File: src/rtl/wb_stage.sv
// Writeback stage: picks ALU / PC+4 / load data per opcode, aligns and extends loads,
// stalls upstream while a load response is outstanding, and counts retired instructions.
module wb_stage #(
  parameter int XLEN  = 32,
  parameter int CNT_W = 64
) (
  input  logic             clk_i,
  input  logic             rst_i,
  input  logic             in_valid_i,
  output logic             in_ready_o,
  input  logic [31:0]      instr_i,
  input  logic [XLEN-1:0]  alu_result_i,
  input  logic [XLEN-1:0]  pc_p4_i,
  input  logic             mem_rvalid_i,
  input  logic [XLEN-1:0]  mem_rdata_i,
  output logic             rf_we_o,
  output logic [4:0]       rf_waddr_o,
  output logic [XLEN-1:0]  rf_wdata_o,
  output logic             load_err_o,
  output logic [CNT_W-1:0] instret_o
);

  localparam logic [6:0] OP_R     = 7'b0110011;
  localparam logic [6:0] OP_I     = 7'b0010011;
  localparam logic [6:0] OP_LUI   = 7'b0110111;
  localparam logic [6:0] OP_AUIPC = 7'b0010111;
  localparam logic [6:0] OP_JAL   = 7'b1101111;
  localparam logic [6:0] OP_JALR  = 7'b1100111;
  localparam logic [6:0] OP_LOAD  = 7'b0000011;
  localparam logic [31:0] NOP     = 32'h0000_0013;
  localparam bit IS64 = (XLEN == 64);

  typedef enum logic {IDLE, WAIT_LOAD} state_t;

  state_t            state_q, state_d;
  logic [4:0]        rd_q, rd_d;
  logic [2:0]        f3_q, f3_d;
  logic [2:0]        off_q, off_d;
  logic              rf_we_q, rf_we_d;
  logic [4:0]        rf_waddr_q, rf_waddr_d;
  logic [XLEN-1:0]   rf_wdata_q, rf_wdata_d;
  logic              load_err_q, load_err_d;
  logic [CNT_W-1:0]  instret_q, instret_d;

  logic [6:0]        opcode;
  logic [4:0]        rd;
  logic              accept;
  logic              src_wr;
  logic [XLEN-1:0]   src_data;
  logic [2:0]        off;
  logic [XLEN-1:0]   shifted;
  logic              ld_ok;
  logic [XLEN-1:0]   ld_data;

  assign opcode     = instr_i[6:0];
  assign rd         = instr_i[11:7];
  assign in_ready_o = (state_q == IDLE);
  assign accept     = in_valid_i & in_ready_o;

  // Non-load source selection; no-write classes deliver zero data.
  always_comb begin
    src_wr   = 1'b0;
    src_data = '0;
    case (opcode)
      OP_R, OP_I, OP_LUI, OP_AUIPC: begin
        src_wr   = 1'b1;
        src_data = alu_result_i;
      end
      OP_JAL, OP_JALR: begin
        src_wr   = 1'b1;
        src_data = pc_p4_i;
      end
      default: ;
    endcase
  end

  // Load alignment: shift the requested lane down to bit 0, then extend.
  assign off     = IS64 ? off_q : {1'b0, off_q[1:0]};
  assign shifted = mem_rdata_i >> {off, 3'b000};

  always_comb begin
    ld_ok   = 1'b0;
    ld_data = '0;
    case (f3_q)
      3'b000: begin ld_ok = 1'b1;            ld_data = XLEN'($signed(shifted[7:0]));   end
      3'b100: begin ld_ok = 1'b1;            ld_data = XLEN'(shifted[7:0]);            end
      3'b001: begin ld_ok = ~off[0];         ld_data = XLEN'($signed(shifted[15:0]));  end
      3'b101: begin ld_ok = ~off[0];         ld_data = XLEN'(shifted[15:0]);           end
      3'b010: begin ld_ok = (off[1:0] == 2'b00); ld_data = XLEN'($signed(shifted[31:0])); end
      3'b110: begin ld_ok = IS64 && (off[1:0] == 2'b00); ld_data = XLEN'(shifted[31:0]); end
      3'b011: begin ld_ok = IS64 && (off == 3'b000);     ld_data = shifted;              end
      default: ;
    endcase
  end

  always_comb begin
    state_d    = state_q;
    rd_d       = rd_q;
    f3_d       = f3_q;
    off_d      = off_q;
    rf_we_d    = 1'b0;
    rf_waddr_d = rf_waddr_q;
    rf_wdata_d = rf_wdata_q;
    load_err_d = 1'b0;
    instret_d  = instret_q;
    case (state_q)
      IDLE: begin
        if (accept) begin
          if (opcode == OP_LOAD) begin
            rd_d    = rd;
            f3_d    = instr_i[14:12];
            off_d   = alu_result_i[2:0];
            state_d = WAIT_LOAD;
          end else if (instr_i != NOP) begin
            rf_we_d    = src_wr && (rd != 5'd0);
            rf_waddr_d = rd;
            rf_wdata_d = src_data;
            instret_d  = instret_q + 1'b1;
          end
        end
      end
      WAIT_LOAD: begin
        if (mem_rvalid_i) begin
          rf_we_d    = ld_ok && (rd_q != 5'd0);
          rf_waddr_d = rd_q;
          rf_wdata_d = ld_ok ? ld_data : '0;
          load_err_d = ~ld_ok;
          instret_d  = instret_q + 1'b1;
          state_d    = IDLE;
        end
      end
      default: state_d = IDLE;
    endcase
  end

  always_ff @(posedge clk_i or posedge rst_i) begin
    if (rst_i) begin
      state_q    <= IDLE;
      rd_q       <= '0;
      f3_q       <= '0;
      off_q      <= '0;
      rf_we_q    <= 1'b0;
      rf_waddr_q <= '0;
      rf_wdata_q <= '0;
      load_err_q <= 1'b0;
      instret_q  <= '0;
    end else begin
      state_q    <= state_d;
      rd_q       <= rd_d;
      f3_q       <= f3_d;
      off_q      <= off_d;
      rf_we_q    <= rf_we_d;
      rf_waddr_q <= rf_waddr_d;
      rf_wdata_q <= rf_wdata_d;
      load_err_q <= load_err_d;
      instret_q  <= instret_d;
    end
  end

  assign rf_we_o    = rf_we_q;
  assign rf_waddr_o = rf_waddr_q;
  assign rf_wdata_o = rf_wdata_q;
  assign load_err_o = load_err_q;
  assign instret_o  = instret_q;

endmodule
File: config.mk
export PLATFORM = sky130hd
export DESIGN_NAME = wb_stage
export DESIGN_NICKNAME = d
export VERILOG_FILES = /design/src/rtl/wb_stage.sv
export SDC_FILE = /design/constraint.sdc
export NUM_CORES = 1
export LEC_CHECK = 0
export ABC_AREA = 1
export ABC_CLOCK_PERIOD_IN_PS = 3600
export BUFFER_PORTS_ARGS = -buffer_cell sky130_fd_sc_hd__buf_2
export CAP_MARGIN = 20
export CORE_UTILIZATION = 45
export DETAILED_ROUTE_END_ITERATION = 7
export HOLD_SLACK_MARGIN = 0.08
export PLACE_DENSITY = 0.73
export SLEW_MARGIN = 20
export SYNTH_ARGS = -nofsm -noshare
export SYNTH_HDL_FRONTEND = slang
export SYNTH_SLANG_ARGS = --single-unit
File: constraint.sdc
create_clock -name clk_i -period 3.6 [get_ports clk_i]
set_input_delay 0.54 -clock clk_i [delete_from_list [all_inputs] [get_ports clk_i]]
set_output_delay 0.54 -clock clk_i [all_outputs]
set_load 0.01 [all_outputs]
### Word-level counts from Yosys, hierarchy flattened

Index checks and enable logic that the tools add are counted.

* register bits after elaboration: 114
* bits of input ports: 132
* logic and storage cells: 78

* add/sub/neg operators: 1
* equal/unequal tests: 18
* shifts and indexed selects: 1
* multiplexer cells: 31
* bitwise gates (word level): 4
* reduce and logical (&&, ||, !) cells: 14

Operators with widths (count)
* 64-bit 2-to-1 mux: 4
* 32-bit 2-to-1 mux: 5
* 32-bit case mux with 5 select lines: 1
* 32-bit case mux with 2 select lines: 2
* 64-bit case mux with 2 select lines: 1
* 64-bit by 1-bit adder with 64-bit output, second input constant: 1
* 32-bit by 5-bit != test with 1-bit output, second input constant: 1
* 32-bit by 5-bit >> shifter with 32-bit output: 1
* 5-bit 2-to-1 mux: 4
* 7-bit by 5-bit == test with 1-bit output, second input constant: 2
* 7-bit by 6-bit == test with 1-bit output, second input constant: 2
* 7-bit == test, second input constant: 2
* 1-bit 2-to-1 mux: 10
* 5-bit case mux with 2 select lines: 1
* 5-bit nonzero test: 2
* 3-bit == test, second input constant: 3
* 7-bit by 2-bit == test with 1-bit output, second input constant: 1
* 3-bit by 2-bit == test with 1-bit output, second input constant: 2
* 2-bit OR reduction: 3
* 6-bit OR reduction: 1
* 2-bit by 1-bit != test with 1-bit output, second input constant: 2
* 2-bit != test, second input constant: 2
* 1-bit case mux with 2 select lines: 2
* 4-bit AND reduction: 1
* 10 further kinds: 13

### Logic depth before layout (Yosys ltp)

Gate-level depths: netlist of run 1.

* depth in word-level cells: 8
* gate-level depth with buffers: 12

### Worst setup path before layout of run 1

OpenSTA, ideal clock, no wires.

* path kind: register to register
* start point: reg instret_q[0] (netlist: instret_o[0])
* end point: reg instret_q[58] (netlist: instret_o[58])
* setup time: 117 ps
* arrival time: 1635 ps
* data required time: 3483 ps
* setup slack: 1848 ps
* stages on the path, launching flop included: 11
* buffers on the path: 0
* cell sequence: dfrtp_1 ha_1 inv_1 nor2_2 nand2_2 nor2_4 nand2_1 o21ai_0 nand2_1 nand2_1 nand2_1

* cells in the longest elaborated chain, start to end: 5
* elaborated cells on any way between the ends: 6
* classes of those cells: 1 x add/sub; 5 x mux

Ends and longest elaborated chain
* start: declaration: RTL line 43 `logic [CNT_W-1:0] instret_q, instret_d;`
* start signal: assignment: RTL line 156 `instret_q <= instret_d;`
* 64-bit by 1-bit adder with 64-bit output (*): RTL line 118, 128
* 64-bit 2-to-1 mux: RTL line 114 `end else if (instr_i != NOP) begin`
* 64-bit 2-to-1 mux: RTL line 109 `if (opcode == OP_LOAD) begin`
* 64-bit 2-to-1 mux: RTL line 108 `if (accept) begin`
* 64-bit case mux with 2 select lines (*): RTL line 106 `case (state_q)`

Every way passes the cells marked *; elsewhere a longest branch is shown, timed or not. The select of a mux whose other input is x is not followed.
A chain may end at the register's enable or synchronous reset.

### Worst setup path after layout of run 1

* start point: reg instret_q[0] (netlist: instret_o[0])
* end point: reg instret_q[60] (netlist: instret_o[60])

The elaborated chain is that of the path after synthesis.

==> key figures, run 1 <==
Logic synthesis
  • Post-synth top area share: 34.74%
  • Unique cell type count in the Yosys netlist: 26
  • Yosys top cell by area: dfrtp_1
  • Cells after Synth: 1,378
  • Synth top area cells: dfrtp_1 (35%), nand2_1 (31%), nand3_1 (7.3%), nor2_1 (6.7%), inv_1 (4.4%)
  • Yosys reg bits: between 100 and 150
  • Synth warn: 0
  • Post-synthesis cell area: 8212 µm²
  • Seq/Total Area, Yosys: roughly a third
  • Synth Net Count: between 1,500 and 2,000
  • Syn_area_per_cell: between 5 and 6 µm²

Pwr
  • Clock power frac: 42.0%
  • Switching share of total power: between 30% and 40%
  • Pwr Density: approximately 400 nW/µm²
  • Leak Pwr: about 5.4 nW
  • Comb power frac: between 10% and 20%
  • Pint: 2.801 mW
  • P_sw: 1.274 mW
  • Seq pwr share: roughly two fifths
  • Max VDD drop: 327.3 µV

Drt
  • Top routing layer used: met4
  • Drt total wl: between 20 and 30 mm
  • Total number of vias: approximately 9,500
  • Drt wl/cell: approximately 15 µm
  • Metal3 WL: around 1.8 mm
  • Remaining antenna violation count: 0
  • Met2 routed WL: around 13 mm
  • DR vias/cell: 5.185
  • # DRC: 0
  • DR pass1 iterations: 5
  • WL met1: 11.51 mm
  • First DRT Iteration DRCs: roughly 590

GRT
  • First-pass GRT wire length: 42.90 mm
  • Pin count of the biggest net entering global routing: between 60 and 70
  • Initial antenna violation count: 1
  • Gr usage total: 29.90%
  • GRT overflow: 0
  • Vias in the first global route: 8,689

Timing
  • Worst Tran Pin Value: 0.7441 ns
  • Final setup violation count: 0
  • Final Max Slew Viols: 0
  • Part of the cycle the worst path needs: ~63%
  • Final setup TNS: 0 ns
  • RSZ-0062 raised after global routing: no
  • Max Freq: about 440 MHz
  • Worst clock skew: around 0.010 ns
  • Slew headroom: just over 50%
  • Minimum clock period: about 2.3 ns
  • Hold Vio Cnt, Final: 0

Layout
  • Share of cells above drive strength 1: between 10% and 20%
  • Multi-input combinational cell area: between 4000 and 5000 µm²
  • Register Area: ~2900 µm²
  • # fillers: about 1,900
  • Finished Core Util: about 57%
  • Area growth syn-to-layout: 23.57%
  • Nets: about 1,700

Die
  • Core area: approximately 18,000 µm²
  • FP Rows: 49
  • Ports: 236
  • Die Y: between 100 and 150 µm
  • Starting Density: a little under half
  • Total Die Area: 18,790 µm²
  • Die W: approximately 140 µm

Clock tree
  • Clock sinks: 114
  • Clock buffer count from CTS: 17
  • Level count of the clock H-tree: 4
  • Clock Latency Late Sink: ~0.42 ns
  • Clk buf depth: 2
  • Number of cells upsized or downsized after cts: 0
  • CTS tree: yes
  • CTS Hold Buffers Added: 0
  • Clk root buf: clkbuf_16
  • Total setup buffers inserted after CTS: 0
  • Worst-path clk slew: ~0.050 ns

Worst setup path
  • Setup crit end kind: register
  • Crit path kind: reg2reg
  • Worst-path fanout max: 7
  • Worst Setup Start Kind: register
  • Register-to-register setup slack: approximately 1.3 ns
  • Critical Path AT: between 2 and 3 ns
  • Required time of the critical path: a little under 4 ns

Min path
  • Type of the most critical hold path: in2async

Placed design
  • I/O Buffers: approximately 240
  • Placer Congestion: approximately 0.98
  • Hpwl dp: approximately 21 mm

Status
  • Status: finished clean

Run
  • Max-Cap Viols: 0
-- stage by stage --
step / total power [mW] / instances / area (µm²) / setup slack (ns) / hold WS, ns
2_1_floorplan: 2.035 / 1378 / 8212 / 0.04429 / 0.4746
3_3_place_gp: 2.359 / 1802 / 9555 / 1.312 / 0.4869
3_5_place_dp: 2.381 / 1802 / 9555 / 1.276 / 0.4883
4_1_cts: 4.090 / 1834 / 10140 / 1.355 / 0.2762
5_1_grt: 4.274 / 1835 / 10150 / 1.188 / 0.3056
6_report: 4.075 / 1835 / 10150 / 1.334 / 0.2288
-- path summary, 6_finish.rpt --
kind	start	end	cells past startpoint
max	instret_o[0]$_DFFE_PP0P_	instret_o[60]$_DFFE_PP0P_	10
min	rst_i	instret_o[60]$_DFFE_PP0P_	2
max reg2reg	instret_o[0]$_DFFE_PP0P_	instret_o[60]$_DFFE_PP0P_	10
min reg2reg	rf_wdata_o[25]$_DFFE_PP0P_	rf_wdata_o[25]$_DFFE_PP0P_	2
max in group asynchronous	rst_i	instret_o[47]$_DFFE_PP0P_	3
min in group clk_i	mem_rvalid_i	state_q$_DFF_PP0_	2
-- synthesized netlist by cell type --
cell / n
nor3_2: 3
nor2_1: 147
nand3b_1: 1
inv_1: 97
nor3_1: 4
nand2_2: 6
inv_2: 5
and2_0: 1
o21ai_1: 23
a21oi_1: 2
buf_6: 4
xor2_1: 23
nand3_1: 119
o21ai_0: 55
dfrtp_1: 114
o211ai_1: 9
buf_1: 1
nand4_1: 15
a21oi_2: 1
nand2_1: 686
clkbuf_1: 22
nor2_4: 4
buf_2: 25
ha_1: 1
buf_4: 3
nor2_2: 7
-- critical path, stage by stage, from the launching register on --
cell     delay [ns]
dfrtp_1        0.53
ha_1           0.38
inv_1          0.09
nor2_2         0.24
inv_1          0.08
nor2_2         0.28
nand3_1        0.18
nor2_1         0.21
nand2_1        0.07
nand2_1        0.06
nand2_1        0.05
-- routing by layer --
| layer | up-vias | GRT usage, % |
|---|---|---|
| met4 | 0 | 13.13 |
| met5 | - | 0 |
| met3 | 64 | 6.037 |
| met2 | 376 | 50.42 |
| li1 | 4724 | - |
| met1 | 4350 | 36.79 |
-- power by group through the flow --
stage | Combinational (mW) | Sequential (mW) | Clock, mW
floorplan | 0.455 | 1.58 | 0
global placement | 0.779 | 1.58 | 0
detailed placement | 0.799 | 1.58 | 0
CTS | 0.802 | 1.56 | 1.73
global route | 0.904 | 1.58 | 1.79
finish | 0.797 | 1.56 | 1.71
-- layout by cell type, fill, tap and decap left out, drive strengths merged, types with 15 or more instances in the layout --
master and n:
buf 250, clkbuf 23, dfrtp 114, inv 102, nand2 692, nand3 119
nand4 15, nor2 158, o21ai 78, xor2 23
-- sequential cells by signal, indices dropped and copies added, names as in the netlist --
signal and flops:
rd_q 5, load_err_o 1, rf_wdata_o 32, state_q 1, off_q 2, f3_q 3
instret_o 64, rf_waddr_o 5, rf_we_o 1
-- final cells by class --
| class | count | area share, % |
|---|---|---|
| Antenna cell | 1 | 0.02466 |
| Clock buffer | 23 | 4.513 |
| Clock inverter | 9 | 1.295 |
| Inverter | 102 | 3.798 |
| Multi-Input combinational cell | 1107 | 46.49 |
| Sequential cell | 114 | 28.11 |
| Tap cell | 229 | 2.824 |
| Timing Repair Buffer | 250 | 12.95 |
-- kinds of logic after synthesis --
group / after synthesis / synth area share [%]
AND/OR/NAND/NOR: 993 / 48.79
buffers and inverters: 157 / 8.060
flip-flops: 114 / 34.74
AO/OA/AOI/OAI: 90 / 5.805
XOR/XNOR: 23 / 2.453
adder cells (fa/ha/maj): 1 / 0.1523
(Power assumes the default switching activity.)
==> inputs of run 2 (changes only) <==
- ABC_CLOCK_PERIOD_IN_PS: 3600 -> 2060
- clock period: 3.6 -> 2.06 ns (I/O delays scaled with it)
==> run 2 against run 1 <==
Critical path depth decreased by 7. Register-to-register slack got worse by 1.2 ns. Core utilization increased by 0.82 points. Total power increased by 74%. Non-clock buffer count increased by 12. Clock skew decreased by 0.0011 ns. Hold slack got worse by 0.11 ns. Global-route usage increased by 0.36 points. Via count decreased by 1.7%. Sequential share of layout area decreased by 0.40 points. Cell count increased by 0.54%. Worst setup slack got worse by 1.2 ns. Highest routed layer unchanged.
==> key figures, run 2 (synthesis gave the netlist of run 1 again) <==
GRT
  • Pin count of the biggest net entering global routing: 143 (was 62)
  • First-pass GRT wire length: 43.65 mm (was 42.90 mm)
  • Gr usage total: 30.27% (was 29.90%)
  • Initial antenna violation count: 0 (was 1)
  • Vias in the first global route: 8,626 (was 8,689)
  • GRT overflow: 0 (unchanged)

Timing
  • Hold Vio Cnt, Final: 0 (unchanged)
  • RSZ-0062 raised after global routing: no (unchanged)
  • Final Max Slew Viols: 0 (unchanged)
  • Worst Tran Pin Value: 0.7040 ns (was 0.7441 ns)
  • Worst clock skew: 0.009343 ns (was 0.01042 ns)
  • Max Freq: a little over 500 MHz
  • Final setup TNS: 0 ns (unchanged)
  • Final setup violation count: 0 (unchanged)
  • Minimum clock period: between 1.5 and 2 ns
  • Slew headroom: 52.97% (was 50.39%)
  • Part of the cycle the worst path needs: a little over nine tenths

Pwr
  • Leak Pwr: 5.416 nW (was 5.352 nW)
  • Max VDD drop: 615.4 µV (was 327.3 µV)
  • Pwr Density: 690.4 nW/µm² (was 401.6 nW/µm²)

Clock tree
  • Worst-path clk slew: 0.06 ns (was 0.05 ns)
  • Level count of the clock H-tree: 4 (unchanged)
  • Clock buffer count from CTS: 17 (unchanged)
  • Clk buf depth: 2 (unchanged)
  • Number of cells upsized or downsized after cts: 0 (unchanged)
  • Clock sinks: 114 (unchanged)
  • Clock Latency Late Sink: 0.42 ns (about the same)
  • Clk root buf: clkbuf_16 (unchanged)
  • CTS tree: yes (unchanged)

Worst setup path
  • Critical Path AT: 1.64 ns (was 2.58 ns)
  • R2r worst-path depth: 9 (was 10)
  • Worst setup path end: in_ready_o (was instret_o[60]$_DFFE_PP0P_)
  • Crit path kind: reg2out (was reg2reg)
  • Critical path's slowest cell: dfrtp_1 (unchanged)
  • Worst Setup SP: state_q$_DFF_PP0_ (was instret_o[0]$_DFFE_PP0P_)
  • Setup crit end kind: primary output (was register)
  • Required time of the critical path: 1.75 ns (was 3.91 ns)
  • Register-to-register setup slack: 0.18 ns (was 1.33 ns)
  • Worst Setup Start Kind: register (unchanged)
  • CP cell instances: inv_2 -> buf_4 -> buf_2 (was ha_1 -> inv_1 -> nor2_2 -> inv_1 -> nor2_2 -> nand3_1 -> nor2_1 -> nand2_1 -> nand2_1 -> nand2_1)
  • CP peak stage delay: 0.52 ns (was 0.53 ns)
  • Worst-path fanout max: 36 (was 7)
  • Crit Reg-Reg Startpoint: state_q$_DFF_PP0_ (was instret_o[0]$_DFFE_PP0P_)
  • Worst R2R End: instret_o[10]$_DFFE_PP0P_ (was instret_o[60]$_DFFE_PP0P_)

Drt
  • Remaining antenna violation count: 0 (unchanged)
  • DR vias/cell: 5.068 (was 5.185)
  • First DRT Iteration DRCs: 584 (was 585)
  • Drt wl/cell: 14.91 µm (was 15.05 µm)
  • Total number of vias: 9,350 (was 9,514)
  • # DRC: 0 (unchanged)
  • Drt total wl: 27.50 mm (was 27.62 mm)
  • DR pass1 iterations: 7 (was 5)

Layout
  • Ant. Diodes: 0 (was 1)
  • Most common cell after layout, fill and taps aside: nand2_1 (unchanged)
  • Non-filler cells, final: 1,845 (was 1,835)
  • Commonest cells after routing, fill and taps aside: nand2_1 (685), buf_2 (235), nor2_1 (147) (unchanged)
  • Area growth syn-to-layout: 25.37% (was 23.57%)
  • Nets: 1,737 (was 1,725)
  • # fillers: 1,825 (was 1,878)
  • Max FFs per register: 64 (unchanged)
  • Share of cells above drive strength 1: 19.80% (was 19.00%)
  • Fin area: 10,290 µm² (was 10,150 µm²)

Die
  • Core area: 17,900 µm² (unchanged)
  • FP Rows: 49 (unchanged)
  • Starting Density: 45.87% (unchanged)
  • Die W: 137.1 µm (unchanged)
  • Die Y: 137.1 µm (unchanged)
  • Total Die Area: 18,790 µm² (unchanged)
  • Ports: 236 (unchanged)

Placed design
  • Hpwl dp: 21.17 mm (was 20.88 mm)
  • DP Area: 9708 µm² (was 9555 µm²)
  • I/O Buffers: 235 (unchanged)
  • Placed Cells: 1,813 (was 1,802)
  • Placer Congestion: 0.9449 (was 0.9799)

Min path
  • Type of the most critical hold path: in2reg (was in2async)
  • Hold path startpoint: mem_rvalid_i

Status
  • Status: finished clean (unchanged)

Run
  • Max-Cap Viols: 0 (unchanged)
-- run 2: metal layers --
layer,share of wire [%],global-route usage (%)
met4,3.0,12.33
met3,6.1,4.815
met2,48,52.08
met5,0,0
met1,43,37.56
-- run 2: area by class of cell --
cell class	count	area, µm²	share of cell area, %
Timing Repair Buffer	262	1469	14.27
Multi-Input combinational cell	1107	4723	45.88
Clock buffer	18	439.2	4.266
Clock inverter	13	137.6	1.337
Tap cell	229	286.5	2.783
Inverter	102	386.6	3.755
Sequential cell	114	2853	27.71
-- run 2: where the power goes --
part	switching (mW)	total (mW)	leakage, nW	internal (mW)
Clock	1.13	2.93	0.266	1.80
Combinational	0.896	1.46	3.61	0.568
Sequential	0.271	2.71	1.54	2.44
-- run 2: timing repair --
action                                 CTS  global route
setup buffers                            0             0
hold buffers                             1             0
endpoints found under the hold margin   22             0
-- run 2: worst max-delay path: cells and delay by family (launching register included) --
| kind | cells | cell delay (ns) |
|---|---|---|
| flip-flops | 1 | 0.52 |
| buffers and inverters | 3 | 0.69 |
-- run 2: how the worst min path moves through the flow --
stage / to / depth (start not counted)
global route: state_q$_DFF_PP0_ / 2
CTS: state_q$_DFF_PP0_ / 2
floorplan: state_q$_DFF_PP0_ / 1
finish: state_q$_DFF_PP0_ / 2
detailed placement: rd_q[2]$_DFFE_PP0P_ / 2
global placement: rd_q[2]$_DFFE_PP0P_ / 2
-- run 2: stage by stage --
| step | hold slack, ns | power [mW] | util (%) | worst slack (ns) |
|---|---|---|---|---|
| floorplan | 0.4054 | 3.556 | - | 0.3084 |
| global placement | 0.4418 | 4.173 | 54.23 | 0.2265 |
| detailed placement | 0.4389 | 4.202 | 54.23 | 0.1821 |
| CTS | 0.1070 | 7.130 | 57.51 | 0.1198 |
| global route | 0.1319 | 7.444 | 57.51 | 0.03647 |
| finish | 0.1158 | 7.108 | 57.51 | 0.1102 |
==> inputs of run 3 (changes only) <==
- PLACE_DENSITY: 0.73 -> 0.81
==> run 3 against run 2 <==
Hold slack worse by 0.10 ns. Clock-buffer cell count up 3. Cell area is 0.18% higher. Flip-flop and latch count did not move. Clock power grew 7.8%. Critical path depth grew 6. First-iteration DRC count up 22%. Cell count decreased by 0.11%. Worst setup slack improved by 0.086 ns. Sequential share of layout area down 0.050 points. Critical path type is now reg2reg.
==> key figures, run 3 (synthesis gave the netlist of run 1 again) <==
Timing
  • Worst Tran Pin Value: 0.6788 ns (was 0.7040 ns)
  • Minimum clock period: 1.864 ns (was 1.950 ns)
  • Max Freq: 536.6 MHz (was 512.9 MHz)
  • Hold Vio Cnt, Final: 0 (unchanged)
  • Part of the cycle the worst path needs: 90.47% (was 94.65%)
  • Worst clock skew: 0.008086 ns (was 0.009343 ns)
  • Final setup violation count: 0 (unchanged)
  • Final Max Slew Viols: 0 (unchanged)
  • RSZ-0062 raised after global routing: no (unchanged)
  • Slew headroom: 54.75% (was 52.97%)
  • Final setup TNS: 0 ns (unchanged)

Die
  • FP Rows: 49 (unchanged)
  • Die W: 137.1 µm (unchanged)
  • Die Y: 137.1 µm (unchanged)
  • Ports: 236 (unchanged)
  • Starting Density: 45.87% (unchanged)
  • Total Die Area: 18,790 µm² (unchanged)
  • Core area: 17,900 µm² (unchanged)

Drt
  • First DRT Iteration DRCs: 713 (was 584)
  • DR pass1 iterations: 5 (was 7)
  • Total number of vias: 9,501 (was 9,350)
  • Remaining antenna violation count: 0 (unchanged)
  • Drt total wl: 27.77 mm (was 27.50 mm)
  • Drt wl/cell: 15.07 µm (was 14.91 µm)
  • DR vias/cell: 5.155 (was 5.068)
  • # DRC: 0 (unchanged)

Pwr
  • Pwr Density: 711.6 nW/µm² (was 690.4 nW/µm²)
  • Max VDD drop: 572.1 µV (was 615.4 µV)
  • Design Power: 7.339 mW (was 7.108 mW)
  • Leak Pwr: 5.449 nW (was 5.416 nW)

Clock tree
  • Clock Latency Late Sink: 0.42 ns (about the same)
  • Level count of the clock H-tree: 4 (unchanged)
  • CTS tree: yes (unchanged)
  • Clk root buf: clkbuf_16 (unchanged)
  • Worst-path clk slew: 0.05 ns (was 0.06 ns)
  • Clock sinks: 114 (unchanged)
  • Clk buf depth: 2 (unchanged)
  • Clock buffer count from CTS: 17 (unchanged)

Layout
  • Fin area: 10,310 µm² (was 10,290 µm²)
  • Share of cells above drive strength 1: 19.70% (was 19.80%)
  • Finished Core Util: 57.61% (was 57.51%)
  • Commonest cells after routing, fill and taps aside: nand2_1 (685), buf_2 (235), nor2_1 (147) (unchanged)
  • # fillers: 1,824 (was 1,825)
  • Ant. Diodes: 0 (unchanged)
  • Nets: 1,735 (was 1,737)
  • Area growth syn-to-layout: 25.60% (was 25.37%)
  • Max FFs per register: 64 (unchanged)
  • Most common cell after layout, fill and taps aside: nand2_1 (unchanged)

Worst setup path
  • Worst R2R End: instret_o[38]$_DFFE_PP0P_ (was instret_o[10]$_DFFE_PP0P_)
  • Crit path kind: reg2reg (was reg2out)
  • Worst-path fanout max: 5 (was 36)
  • Critical Path AT: 2.17 ns (was 1.64 ns)
  • Worst Setup Start Kind: register (unchanged)
  • Required time of the critical path: 2.37 ns (was 1.75 ns)
  • Register-to-register setup slack: 0.20 ns (was 0.18 ns)
  • R2r worst-path depth: 9 (unchanged)
  • Crit Reg-Reg Startpoint: instret_o[1]$_DFFE_PP0P_ (was state_q$_DFF_PP0_)
  • Setup crit end kind: register (was primary output)

GRT
  • Vias in the first global route: 8,635 (was 8,626)
  • Initial antenna violation count: 0 (unchanged)
  • Pin count of the biggest net entering global routing: 143 (unchanged)
  • Gr usage total: 30.07% (was 30.27%)
  • First-pass GRT wire length: 43.24 mm (was 43.65 mm)
  • GRT overflow: 0 (unchanged)

Placed design
  • I/O Buffers: 235 (unchanged)
  • DP Area: 9649 µm² (was 9708 µm²)
  • Placer Congestion: 0.9682 (was 0.9449)
  • Hpwl dp: 20.89 mm (was 21.17 mm)

Run
  • Max-Cap Viols: 0 (unchanged)

Min path
  • Type of the most critical hold path: in2async (was in2reg)

Status
  • Status: finished clean (unchanged)
## run 3: cell count changes in the layout (fill, tap and decap cells not counted), moves of 2 or more
| cell | before | now |
|---|---|---|
| clkinvlp_4 | 7 | 2 |
| bufinv_16 | 2 | 4 |
| clkbuf_8 | 1 | 3 |
| buf_12 | 7 | 3 |
## run 3: per-stage QoR
stage	setup WS, ns	std cells	hold WS [ns]
floorplan	0.3084	1378	0.4054
global placement	0.2104	1811	0.4857
detailed placement	0.1974	1811	0.4899
CTS	0.1943	1842	0.1006
global route	0.01889	1843	0.09760
finish	0.1964	1843	0.01188
## run 3: metal layers
| metal | part of all wire [%] | track usage (%) |
|---|---|---|
| met4 | 2.8 | 11.17 |
| met2 | 49 | 51.85 |
| met1 | 42 | 37.83 |
| met5 | 0 | 0 |
| met3 | 5.7 | 4.481 |
## run 3: how the worst max path moves through the flow
stage | slack, ns | depth (start not counted) | from | end
finish | 0.20 | 9 | instret_o[1]$_DFFE_PP0P_ | instret_o[38]$_DFFE_PP0P_
global route | 0.02 | 9 | instret_o[1]$_DFFE_PP0P_ | instret_o[62]$_DFFE_PP0P_
CTS | 0.19 | 10 | instret_o[1]$_DFFE_PP0P_ | instret_o[60]$_DFFE_PP0P_
detailed placement | 0.20 | 10 | instr_i[1] | instret_o[4]$_DFFE_PP0P_
global placement | 0.21 | 10 | instr_i[1] | instret_o[60]$_DFFE_PP0P_
floorplan | 0.31 | 10 | instret_o[0]$_DFFE_PP0P_ | instret_o[58]$_DFFE_PP0P_
## run 3: timing repair
item	4_1_cts	5_1_grt
gates resized for setup	0	2
setup endpoints to repair	0	4
buffers inserted	0	0
hold buffers	0	0
## run 3: area by class of cell
class	instances	area (µm²)	share of cell area, %
multi-input combinational	1107	4722	45.78
sequential	114	2853	27.66
timing repair buffer	260	1439	13.95
clock buffer	21	470.5	4.561
inverter	102	386.6	3.749
tap	229	286.5	2.778
clock inverter	10	156.4	1.516
## run 3: critical path, cell delays in order (launching register included)
cell     delay [ns]
dfrtp_1        0.42
ha_1           0.21
buf_4          0.15
nand2_1        0.08
nor2_2         0.34
nand2_1        0.19
nor2_1         0.16
nand2_1        0.08
nand2_1        0.07
nand2_1        0.05
## run 3: report_power, final
group / total, mW / internal [mW] / switching, mW
sequential: 2.72 / 2.44 / 0.279
combinational: 1.46 / 0.562 / 0.897
clock: 3.16 / 2.10 / 1.05
total: 7.34 / 5.11 / 2.23
